--- src/rtl/dmem_arbiter_if.sv ---
// Bundles requester ports, dmem side and core stall for the dmem arbiter.
// Latency: n/a (wires only).
// Backpressure: valid/ready on both request ports; responses are unthrottled pulses.
interface dmem_arbiter_if #(
    parameter int ADDR_W = 32
);
    logic              req0_valid;
    logic              req0_ready;
    logic [ADDR_W-1:0] req0_addr;
    logic [31:0]       req0_wdata;
    logic              req0_we;
    logic [2:0]        req0_mask;
    logic              rsp0_valid;
    logic [31:0]       rsp0_data;

    logic              req1_valid;
    logic              req1_ready;
    logic [ADDR_W-1:0] req1_addr;
    logic [31:0]       req1_wdata;
    logic              req1_we;
    logic [2:0]        req1_mask;
    logic              rsp1_valid;
    logic [31:0]       rsp1_data;

    logic [ADDR_W-1:0] mem_addr;
    logic [31:0]       mem_wr_data;
    logic              mem_wr;
    logic              mem_rd;
    logic [2:0]        mem_mask;
    logic [31:0]       mem_rdata;

    logic              stall_o;

    // Arbiter side
    modport slave (
        input  req0_valid, req0_addr, req0_wdata, req0_we, req0_mask,
        output req0_ready, rsp0_valid, rsp0_data,
        input  req1_valid, req1_addr, req1_wdata, req1_we, req1_mask,
        output req1_ready, rsp1_valid, rsp1_data,
        output mem_addr, mem_wr_data, mem_wr, mem_rd, mem_mask,
        input  mem_rdata,
        output stall_o
    );

    // Requester / memory side
    modport master (
        output req0_valid, req0_addr, req0_wdata, req0_we, req0_mask,
        input  req0_ready, rsp0_valid, rsp0_data,
        output req1_valid, req1_addr, req1_wdata, req1_we, req1_mask,
        input  req1_ready, rsp1_valid, rsp1_data,
        input  mem_addr, mem_wr_data, mem_wr, mem_rd, mem_mask,
        output mem_rdata,
        input  stall_o
    );
endinterface

--- src/rtl/dmem_arbiter.sv ---
// Shares one dmem between the core (port 0) and debug/loader (port 1), one access at a time.
// Latency: store responds 1 cycle after ISSUE, load LAT+1 cycles after ISSUE.
// Backpressure: ready only in IDLE for the granted port; others held off, never dropped.
module dmem_arbiter #(
    parameter int LAT    = 1,
    parameter int ADDR_W = 32
) (
    input  logic          clk,
    input  logic          rst,
    dmem_arbiter_if.slave bus
);
    typedef enum logic [1:0] {IDLE, ISSUE, WAIT, RESP} state_t;

    localparam logic [1:0] CNT_INIT = 2'(LAT - 1);

    state_t            state_q, state_d;
    logic              grant_q, grant_d;
    logic              last_grant_q, last_grant_d;
    logic [1:0]        cnt_q, cnt_d;
    logic              we_q, we_d;
    logic [ADDR_W-1:0] addr_q, addr_d;
    logic [31:0]       wdata_q, wdata_d;
    logic [2:0]        mask_q, mask_d;
    logic [31:0]       rsp0_data_q, rsp0_data_d;
    logic [31:0]       rsp1_data_q, rsp1_data_d;

    logic              win1;
    logic              req0_ready, req1_ready;
    logic              rsp0_valid, rsp1_valid;
    logic              mem_wr, mem_rd;

    // Next-state, grant/capture and strobe decode
    always_comb begin
        state_d      = state_q;
        grant_d      = grant_q;
        last_grant_d = last_grant_q;
        cnt_d        = cnt_q;
        we_d         = we_q;
        addr_d       = addr_q;
        wdata_d      = wdata_q;
        mask_d       = mask_q;
        rsp0_data_d  = rsp0_data_q;
        rsp1_data_d  = rsp1_data_q;
        req0_ready   = 1'b0;
        req1_ready   = 1'b0;
        rsp0_valid   = 1'b0;
        rsp1_valid   = 1'b0;
        mem_wr       = 1'b0;
        mem_rd       = 1'b0;
        // On a tie the port that did not win last time goes next
        win1 = bus.req1_valid && (!bus.req0_valid || !last_grant_q);

        case (state_q)
            IDLE: begin
                // rst gates ready so nothing looks accepted while reset is held
                if (rst && (bus.req0_valid || bus.req1_valid)) begin
                    grant_d      = win1;
                    last_grant_d = win1;
                    state_d      = ISSUE;
                    if (win1) begin
                        req1_ready = 1'b1;
                        we_d       = bus.req1_we;
                        addr_d     = bus.req1_addr;
                        wdata_d    = bus.req1_wdata;
                        mask_d     = bus.req1_mask;
                    end else begin
                        req0_ready = 1'b1;
                        we_d       = bus.req0_we;
                        addr_d     = bus.req0_addr;
                        wdata_d    = bus.req0_wdata;
                        mask_d     = bus.req0_mask;
                    end
                end
            end
            ISSUE: begin
                mem_wr = we_q;
                mem_rd = !we_q;
                if (we_q) begin
                    // Stores return zero data on the response
                    state_d = RESP;
                    if (grant_q) rsp1_data_d = '0;
                    else         rsp0_data_d = '0;
                end else begin
                    state_d = WAIT;
                    cnt_d   = CNT_INIT;
                end
            end
            WAIT: begin
                if (cnt_q == 2'd0) begin
                    state_d = RESP;
                    if (grant_q) rsp1_data_d = bus.mem_rdata;
                    else         rsp0_data_d = bus.mem_rdata;
                end else begin
                    cnt_d = cnt_q - 2'd1;
                end
            end
            RESP: begin
                rsp0_valid = !grant_q;
                rsp1_valid = grant_q;
                state_d    = IDLE;
            end
            default: state_d = IDLE;
        endcase
    end

    // State and capture registers, synchronous active-low reset
    always_ff @(posedge clk) begin
        if (!rst) begin
            state_q      <= IDLE;
            grant_q      <= 1'b0;
            last_grant_q <= 1'b1;
            cnt_q        <= 2'd0;
            we_q         <= 1'b0;
            addr_q       <= '0;
            wdata_q      <= '0;
            mask_q       <= '0;
            rsp0_data_q  <= '0;
            rsp1_data_q  <= '0;
        end else begin
            state_q      <= state_d;
            grant_q      <= grant_d;
            last_grant_q <= last_grant_d;
            cnt_q        <= cnt_d;
            we_q         <= we_d;
            addr_q       <= addr_d;
            wdata_q      <= wdata_d;
            mask_q       <= mask_d;
            rsp0_data_q  <= rsp0_data_d;
            rsp1_data_q  <= rsp1_data_d;
        end
    end

    // Captured payload doubles as the dmem bus, so it holds outside ISSUE
    assign bus.mem_addr    = addr_q;
    assign bus.mem_wr_data = wdata_q;
    assign bus.mem_mask    = mask_q;
    assign bus.mem_wr      = mem_wr;
    assign bus.mem_rd      = mem_rd;
    assign bus.req0_ready  = req0_ready;
    assign bus.req1_ready  = req1_ready;
    assign bus.rsp0_valid  = rsp0_valid;
    assign bus.rsp1_valid  = rsp1_valid;
    assign bus.rsp0_data   = rsp0_data_q;
    assign bus.rsp1_data   = rsp1_data_q;
    // Core stalls while its request waits for a grant or its access is in flight
    assign bus.stall_o     = rst && ((bus.req0_valid && !req0_ready) ||
                                     (!grant_q && state_q != IDLE));
endmodule

--- src/flat_wrapper.sv ---
// flat-port wrapper written by rule: the top's interface ports become plain ports
module dmem_arbiter_flat 
#(
    parameter int LAT    = 1,
    parameter int ADDR_W = 32
)
  (clk, rst, bus_req0_valid, bus_req0_addr, bus_req0_wdata, bus_req0_we, bus_req0_mask, bus_req0_ready, bus_rsp0_valid, bus_rsp0_data, bus_req1_valid, bus_req1_addr, bus_req1_wdata, bus_req1_we, bus_req1_mask, bus_req1_ready, bus_rsp1_valid, bus_rsp1_data, bus_mem_addr, bus_mem_wr_data, bus_mem_wr, bus_mem_rd, bus_mem_mask, bus_mem_rdata, bus_stall_o);
  dmem_arbiter_if #(.ADDR_W(ADDR_W)) bus_i ();
  input  logic clk;
  input  logic rst;
  input wire logic [$bits(bus_i.req0_valid)-1:0] bus_req0_valid;
  input wire logic [$bits(bus_i.req0_addr)-1:0] bus_req0_addr;
  input wire logic [$bits(bus_i.req0_wdata)-1:0] bus_req0_wdata;
  input wire logic [$bits(bus_i.req0_we)-1:0] bus_req0_we;
  input wire logic [$bits(bus_i.req0_mask)-1:0] bus_req0_mask;
  output wire logic [$bits(bus_i.req0_ready)-1:0] bus_req0_ready;
  output wire logic [$bits(bus_i.rsp0_valid)-1:0] bus_rsp0_valid;
  output wire logic [$bits(bus_i.rsp0_data)-1:0] bus_rsp0_data;
  input wire logic [$bits(bus_i.req1_valid)-1:0] bus_req1_valid;
  input wire logic [$bits(bus_i.req1_addr)-1:0] bus_req1_addr;
  input wire logic [$bits(bus_i.req1_wdata)-1:0] bus_req1_wdata;
  input wire logic [$bits(bus_i.req1_we)-1:0] bus_req1_we;
  input wire logic [$bits(bus_i.req1_mask)-1:0] bus_req1_mask;
  output wire logic [$bits(bus_i.req1_ready)-1:0] bus_req1_ready;
  output wire logic [$bits(bus_i.rsp1_valid)-1:0] bus_rsp1_valid;
  output wire logic [$bits(bus_i.rsp1_data)-1:0] bus_rsp1_data;
  output wire logic [$bits(bus_i.mem_addr)-1:0] bus_mem_addr;
  output wire logic [$bits(bus_i.mem_wr_data)-1:0] bus_mem_wr_data;
  output wire logic [$bits(bus_i.mem_wr)-1:0] bus_mem_wr;
  output wire logic [$bits(bus_i.mem_rd)-1:0] bus_mem_rd;
  output wire logic [$bits(bus_i.mem_mask)-1:0] bus_mem_mask;
  input wire logic [$bits(bus_i.mem_rdata)-1:0] bus_mem_rdata;
  output wire logic [$bits(bus_i.stall_o)-1:0] bus_stall_o;
  assign bus_i.req0_valid = bus_req0_valid;
  assign bus_i.req0_addr = bus_req0_addr;
  assign bus_i.req0_wdata = bus_req0_wdata;
  assign bus_i.req0_we = bus_req0_we;
  assign bus_i.req0_mask = bus_req0_mask;
  assign bus_req0_ready = bus_i.req0_ready;
  assign bus_rsp0_valid = bus_i.rsp0_valid;
  assign bus_rsp0_data = bus_i.rsp0_data;
  assign bus_i.req1_valid = bus_req1_valid;
  assign bus_i.req1_addr = bus_req1_addr;
  assign bus_i.req1_wdata = bus_req1_wdata;
  assign bus_i.req1_we = bus_req1_we;
  assign bus_i.req1_mask = bus_req1_mask;
  assign bus_req1_ready = bus_i.req1_ready;
  assign bus_rsp1_valid = bus_i.rsp1_valid;
  assign bus_rsp1_data = bus_i.rsp1_data;
  assign bus_mem_addr = bus_i.mem_addr;
  assign bus_mem_wr_data = bus_i.mem_wr_data;
  assign bus_mem_wr = bus_i.mem_wr;
  assign bus_mem_rd = bus_i.mem_rd;
  assign bus_mem_mask = bus_i.mem_mask;
  assign bus_i.mem_rdata = bus_mem_rdata;
  assign bus_stall_o = bus_i.stall_o;
  dmem_arbiter #(.LAT(LAT), .ADDR_W(ADDR_W)) u_core (.clk(clk), .rst(rst), .bus(bus_i));
endmodule
--- config.mk ---
export PLATFORM = sky130hd
export DESIGN_NAME = dmem_arbiter_flat
export DESIGN_NICKNAME = d
export VERILOG_FILES = /design/src/rtl/dmem_arbiter_if.sv /design/src/rtl/dmem_arbiter.sv /design/src/flat_wrapper.sv
export SDC_FILE = /design/constraint.sdc
export NUM_CORES = 1
export LEC_CHECK = 0
export BUFFER_PORTS_ARGS = -buffer_cell sky130_fd_sc_hd__buf_2
export CORE_UTILIZATION = 41
export DETAILED_ROUTE_END_ITERATION = 16
export GPL_TIMING_DRIVEN = 0
export PLACE_DENSITY = 0.76
export SLEW_MARGIN = 20
export SYNTH_ARGS = -nofsm -noshare
export SYNTH_HDL_FRONTEND = slang
export SYNTH_SLANG_ARGS = --single-unit
--- constraint.sdc ---
create_clock -name clk -period 1.4 [get_ports clk]
set_input_delay 0.28 -clock clk [delete_from_list [all_inputs] [get_ports clk]]
set_output_delay 0.28 -clock clk [all_outputs]
set_load 0.005 [all_outputs]
==> summary.md, run 1 <==
| Metric | Value |
|---|---|
| Worst setup margin | `-0.349 ns` |
| Synth top area cells | `dfxtp_1 47%, mux2i_1 23%, nand3_1 8.6%` |
| Final max-slew violation count | `0` |
| Crit start category | `flip-flop` |
| Leakage power | `4.69 nW` |
| Post-synthesis cell type count | `36` |
| Clock Skews | `roughly 0.0085 ns` |
| Register area share after synthesis | `46.7%` |
| Crit path depth | `7` |
| Worst Hold Class | `input pin to flip-flop` |
| Drt drc | `0` |
| Share of the synthesized area in the top cell type | `46.7%` |
| Initial antenna violation count | `1` |
| IO Port Bufs | `309` |
| Initial Util | `42.3%` |
| TritonCTS buffer count | `17` |
| Worst Path Class, Setup | `flip-flop to output port` |
| Worst-case reg-to-reg path depth | `9` |
| Initial DRC Count | `281` |
| Max FO, Critical Path | `4` |
| Pin count of the biggest net entering global routing | `17` |
| MaxCap Viol Count | `0` |
| First-pass GRT wire length | `29,000 µm` |
| Final ANT Viol Nets | `0` |
| Clock transition at path regs | `around 0.060 ns` |
| Final min period | `1.75 ns` |
| Final instance area | `~0.0094 mm²` |
| Setup violations, final | `142` |
| Vias in the first global route | `5,721` |
| Clock Latency Late Sink | `0.42 ns` |
| Crit path max-delay family | `buffers and inverters` |
| RePlAce Congestion | `0.847` |
| GRT Resource Usage Total | `25.5%` |
| CP required | `roughly 1.1 ns` |
| Die area | `0.0149 mm²` |
| Root Buffer Master | `clkbuf_16` |
| H-tree depth | `4` |
| Maximum VDD drop | `~0.0012 V` |
| Drt wl/cell | `17.2 µm` |
| Crit path cell chain | `inv_4 -> ha_4 -> o211ai_4 -> buf_6 -> buf_8 -> nor2_2 -> buf_2` |
| Grt ovf | `0` |
| Post-DP Area | `0.00773 mm²` |
| DP Wirelength | `around 14,000 µm` |
| Die height | `between 100 and 150 µm` |
| Worst Setup End Kind | `output port` |
| Syn_nets | `782` |
| Max Clk Rate | `572 MHz` |
| Post-synthesis cell count | `605` |
| Worst Path Buf+Inv | `4` |
| Clock sink count | `between 100 and 150` |
| Power Density | `2040 mW/mm²` |
| Core footprint | `0.0140 mm²` |
| First drt pass iteration count | `5` |
| Total wire length | `20,200 µm` |
| Commonest register cell after synthesis | `dfxtp_1` |
| Layout overhead on the synthesized area | `58.8%` |
| Mean Syn Cell Area | `9.77 µm²` |
| Crit path DAT | `approximately 1.5 ns` |
| Via Count | `5,942` |
| Final net count | `1,153` |
| Failing checks | `setup timing` |
| RSZ-0062 raised after global routing | `yes` |
| Worst hold path depth | `3` |
| Place WS | `-0.366 ns` |
| Status | `finished, violations left` |
| CTS tree | `yes` |
| Clock buffer depth | `2` |
| # hold bufs at CTS | `0` |
| EDFF count, synth | `0` |
| Number of I/O pins | `310` |
| CP max stage cell | `dfxtp_4` |
| Hold Vio Cnt, Final | `0` |
| Die width | `122 µm` |
| Vias per cell | `5.08` |
| Dominant cell type by area after synthesis | `dfxtp_1` |
| Post-Syn Area | `approximately 0.0059 mm²` |
| Fin util | `between 60 and 70%` |
| Ys async rst share | `0%` |
| Synthesized flop and latch total | `138` |
| Rows | `43` |
| Slew @ Worst Pin | `0.588 ns` |
| Layout cells sized above 1 | `46.9%` |
| CP max stage delay | `0.36 ns` |
| Synth warnings | `0` |
| Fin crit share | `125%` |
| Slew headroom | `60.8%` |
==> power by group <==
group          internal [W]  switching [W]
Clock               0.00299        0.00179
Combinational       0.00522        0.00387
Sequential          0.00475       0.000462
Total                0.0130        0.00613
==> flip-flops by register name, summed over array words and instances (netlist names) <==
name and cells:
u_core.bus.mem_addr 32, u_core.bus.mem_mask 3, u_core.bus.mem_wr_data 32, u_core.bus.rsp0_data 32, u_core.bus.rsp1_data 32, u_core.cnt_q 2
u_core.grant_q 1, u_core.last_grant_q 1, u_core.state_q 2, u_core.we_q 1
==> repair_timing <==
item / CTS / global route
resized for setup: 64 / 45
buffers inserted: 25 / 5
hold endpoints to repair: 0 / 0
endpoints found under the setup margin: 145 / 144
pin swaps: 11 / 8
cloned: 6 / 9
==> worst paths after layout <==
| kind | startpoint | endpoint | slack (ns) |
|---|---|---|---|
| hold reg to reg | u_core.bus.mem_mask[0] | u_core.bus.mem_mask[0] | 0.45 |
| hold / removal | bus_req0_addr[20] | u_core.bus.mem_addr[20] | 0.12 |
| setup reg to reg | u_core.state_q[0] | u_core.bus.rsp0_data[21] | -0.32 |
| setup / recovery | u_core.state_q[0] | bus_req0_ready | -0.35 |
==> cell usage in the layout (no fill, tap or decap), drive strengths merged, types with 3 or more instances in the layout <==
master / n
nand2: 71
clkinvlp: 4
clkbuf: 42
a21boi: 3
clkinv: 4
o21ai: 70
mux2i: 133
buf: 381
ha: 5
nand2b: 3
nand3: 101
dfxtp: 138
inv: 10
bufinv: 4
==> metal layers <==
metal | GRT usage, % | wire length [µm] | vias up
met2 | 46.7 | 10600 | 243
met5 | 0 | 0 | -
met4 | 7.62 | 244 | 0
li1 | - | - | 2881
met3 | 9.32 | 1670 | 20
met1 | 27.2 | 7670 | 2798
==> synthesized netlist by cell type, drive strengths merged (3+ instances only) <==
cell type	n
dfxtp	138
mux2i	133
nand3	101
nand2	71
o21ai	70
buf	34
clkbuf	19
inv	8
ha	5
a21boi	3
nand2b	3
==> cell families (layout without fill, tap and decap cells) <==
family / after synthesis / after routing / synth area share (%)
adders and majority gates: 5 / 5 / 1.06
buffers and inverters: 61 / 445 / 6.75
DFF: 138 / 138 / 46.7
AOI/OAI and AO/OA: 84 / 84 / 8.23
other: 0 / 1 / 0
muxes: 133 / 133 / 22.5
and+or+nand+nor: 184 / 184 / 14.7
==> worst reg2reg max path, cell delays in order, from the launching register on <==
cell,delay (ns)
dfxtp_4,0.36
buf_4,0.15
ha_4,0.18
buf_6,0.12
nand2b_4,0.07
buf_6,0.11
nand4_4,0.16
buf_12,0.19
buf_8,0.13
mux2i_2,0.14
==> per-stage QoR <==
step | hold WS (ns) | total power (W) | instances | setup TNS [ns]
4_1_cts | 0.112 | 0.0182 | 1156 | -22.41
5_1_grt | 0.123 | 0.0199 | 1170 | -34.85
3_5_place_dp | 0.449 | 0.0109 | 1094 | -24.27
3_3_place_gp | 0.441 | 0.0108 | 1094 | -21.15
2_1_floorplan | 0.453 | 0.00904 | 605 | -1.30
6_report | 0.123 | 0.0191 | 1170 | -26.71
==> final cells by class <==
type                    count  area [µm²]
fillers                  1093        4600
multi-input cells         406        2950
flip-flops and latches    138        2770
repair buffers            353        2250
plain buffers              52         520
clock buffers              18         429
well taps                 180         225
clock inverters            14         195
inverters                   8        35.0
diodes                      1        2.50
(Power assumes the default switching activity.)
==> inputs of run 2 (changes only) <==
Settings changed: CORE_ASPECT_RATIO from default to 0.8, CORE_UTILIZATION 41 to 45, PLACE_DENSITY 0.76 to 0.79.
Clock period 1.4 ns to 2 ns, I/O delays scaled along.
==> summary.md, run 2 (synthesized netlist as in run 1, its figures left out) <==
| Metric | Value |
|---|---|
| Die area | `0.0136 mm² (-8.7%)` |
| DP Wirelength | `13,700 µm (-0.83%)` |
| Most common cell after layout, fill and taps aside | `buf_2` |
| Clock Latency Late Sink | `0.41 ns (about the same)` |
| IO Port Bufs | `309 (unchanged)` |
| Root Buffer Master | `clkbuf_16` |
| Worst R2R Setup Slack | `0.22 ns (+0.54 ns)` |
| Drt drc | `0 (unchanged)` |
| Vias per cell | `5.06 (-0.35%)` |
| Worst setup margin | `0.0758 ns (+0.425 ns)` |
| Slew @ Worst Pin | `0.577 ns (-0.0107 ns)` |
| Most frequent cells in the layout | `318 x buf_2, 137 x dfxtp_1, 133 x mux2i_1, 101 x nand3_1, 71 x nand2_1` |
| Drt wl/cell | `15.6 µm (-9.2%)` |
| Layout fillers | `1,106 (+1.2%)` |
| Crit path DAT | `1.52 ns (+0.05 ns)` |
| Slew headroom | `61.5% (+0.71 points)` |
| Via Count | `5,673 (-4.5%)` |
| Worst Setup End Kind | `output port` |
| RePlAce Congestion | `0.853 (+0.66%)` |
| TritonCTS buffer count | `17 (unchanged)` |
| Vias in the first global route | `5,369 (-6.2%)` |
| Max FO, Critical Path | `5 (+1)` |
| Rows | `37 (-14%)` |
| Dpl cells | `1,089 (-0.46%)` |
| MaxCap Viol Count | `0 (unchanged)` |
| First-pass GRT wire length | `27,000 µm (-6.9%)` |
| Total wire length | `17,500 µm (-13%)` |
| Grt ovf | `0 (unchanged)` |
| Core footprint | `0.0128 mm² (-8.3%)` |
| Initial DRC Count | `352 (+25%)` |
| First drt pass iteration count | `4 (-1)` |
| Hold Vio Cnt, Final | `0 (unchanged)` |
| Place WS | `0.0325 ns (+0.398 ns)` |
| Layout overhead on the synthesized area | `40.4%` |
| Final net count | `1,110 (-3.7%)` |
| Post-Layout Cell Count | `1,121 (-4.2%)` |
| # hold bufs at CTS | `0 (unchanged)` |
| Clock buffer depth | `2 (unchanged)` |
| Setup violations, final | `0 (-100%)` |
| Die height | `105 µm (-14%)` |
| Crit start category | `flip-flop` |
| Number of I/O pins | `310 (unchanged)` |
| Fin Setup TNS | `0 ns (+26.71 ns)` |
| Worst Path Class, Setup | `flip-flop to output port` |
| Status | `complete, no violations` |
| Final max-slew violation count | `0 (unchanged)` |
| Die width | `130 µm (+6.6%)` |
| Maximum VDD drop | `0.000656 V (-44%)` |
| Initial Util | `46.1% (+3.8 points)` |
| H-tree depth | `4 (unchanged)` |
| Max Clk Rate | `520 MHz` |
| Worst Hold Class | `input pin to flip-flop` |
| Initial antenna violation count | `0 (-1)` |
| CTS tree | `yes` |
| RSZ-0062 raised after global routing | `no` |
| Leakage power | `4.20 nW (-10%)` |
| Hold WS | `0.253 ns (+0.130 ns)` |
| Pin count of the biggest net entering global routing | `19 (+2)` |
| Ant diodes | `0 (-1)` |
| Layout cells sized above 1 | `40.6% (-6.3 points)` |
| CP required | `1.60 ns (+0.48 ns)` |
| Final min period | `1.92 ns` |
| Clock sink count | `138 (unchanged)` |
| Fin util | `64.7% (-2.4 points)` |
| Power Density | `1280 mW/mm² (-37%)` |
| Final ANT Viol Nets | `0 (unchanged)` |
| Fin crit share | `96.2%` |
| GRT Resource Usage Total | `25.7% (+0.13 points)` |
| Clock transition at path regs | `0.06 ns (about the same)` |
| Clock Skews | `0.0109 ns (+0.00236 ns)` |
[run 2: cell count changes in the layout (fill, tap and decap cells not counted), moves of 6 or more]
cell       delta
buf_8        -15
nand3_1      +10
nand3_2      -10
buf_4         -9
clkbuf_16     -9
buf_6         -8
buf_2         +7
buf_12        -6
buf_16        -6
clkbuf_1      +6
o21ai_1       +6
[run 2: path summary, 6_finish.rpt]
check                                              from                         end  cells past startpoint
worst max register to register        u_core.state_q[0]  u_core.bus.mem_wr_data[29]                      9
worst min register to register  u_core.bus.rsp0_data[5]     u_core.bus.rsp0_data[5]                      2
worst max-delay path                  u_core.state_q[0]              bus_req0_ready                      6
worst min-delay path                  bus_req0_addr[20]     u_core.bus.mem_addr[20]                      3
[run 2: where the power goes]
part	switching [W]	internal, W
combinational	0.00211	0.00180
clock	0.00123	0.00188
sequential	0.000299	0.00332
[run 2: what timing repair did]
action	4_1_cts	5_1_grt
setup endpoints to repair	2	4
setup buffers	1	1
resized for setup	3	5
[run 2: cell type report]
| type | instances | area, µm² | area share (%) |
|---|---|---|---|
| clock buffer | 19 | 443 | 5.34 |
| buffer | 51 | 364 | 4.39 |
| inverter | 8 | 30.0 | 0.362 |
| sequential | 138 | 2760 | 33.3 |
| multi-input combinational | 406 | 2770 | 33.4 |
| timing repair buffer | 311 | 1560 | 18.8 |
| tap | 175 | 219 | 2.64 |
| clock inverter | 13 | 143 | 1.72 |
[run 2: worst max-delay path, stage by stage, from the launching register on]
cell and delay (ns):
dfxtp_1 0.41, inv_2 0.09, ha_4 0.19, o211ai_4 0.12, buf_6 0.15, nor2_1 0.03, buf_2 0.12
[run 2: metal layers]
metal  GRT usage, %  up-vias  wire length, µm
met3           5.81       36              927
met5              0        -                0
met2           41.9      186             8390
li1               -     2787                -
met1           32.2     2664             7740
met4           10.9        0              473
[run 2: per-stage QoR]
step                total power [W]  cell area (µm²)
floorplan                   0.00617             5910
global placement            0.00745             7680
detailed placement          0.00751             7680
CTS                          0.0107             8280
global route                 0.0112             8300
finish                       0.0106             8300
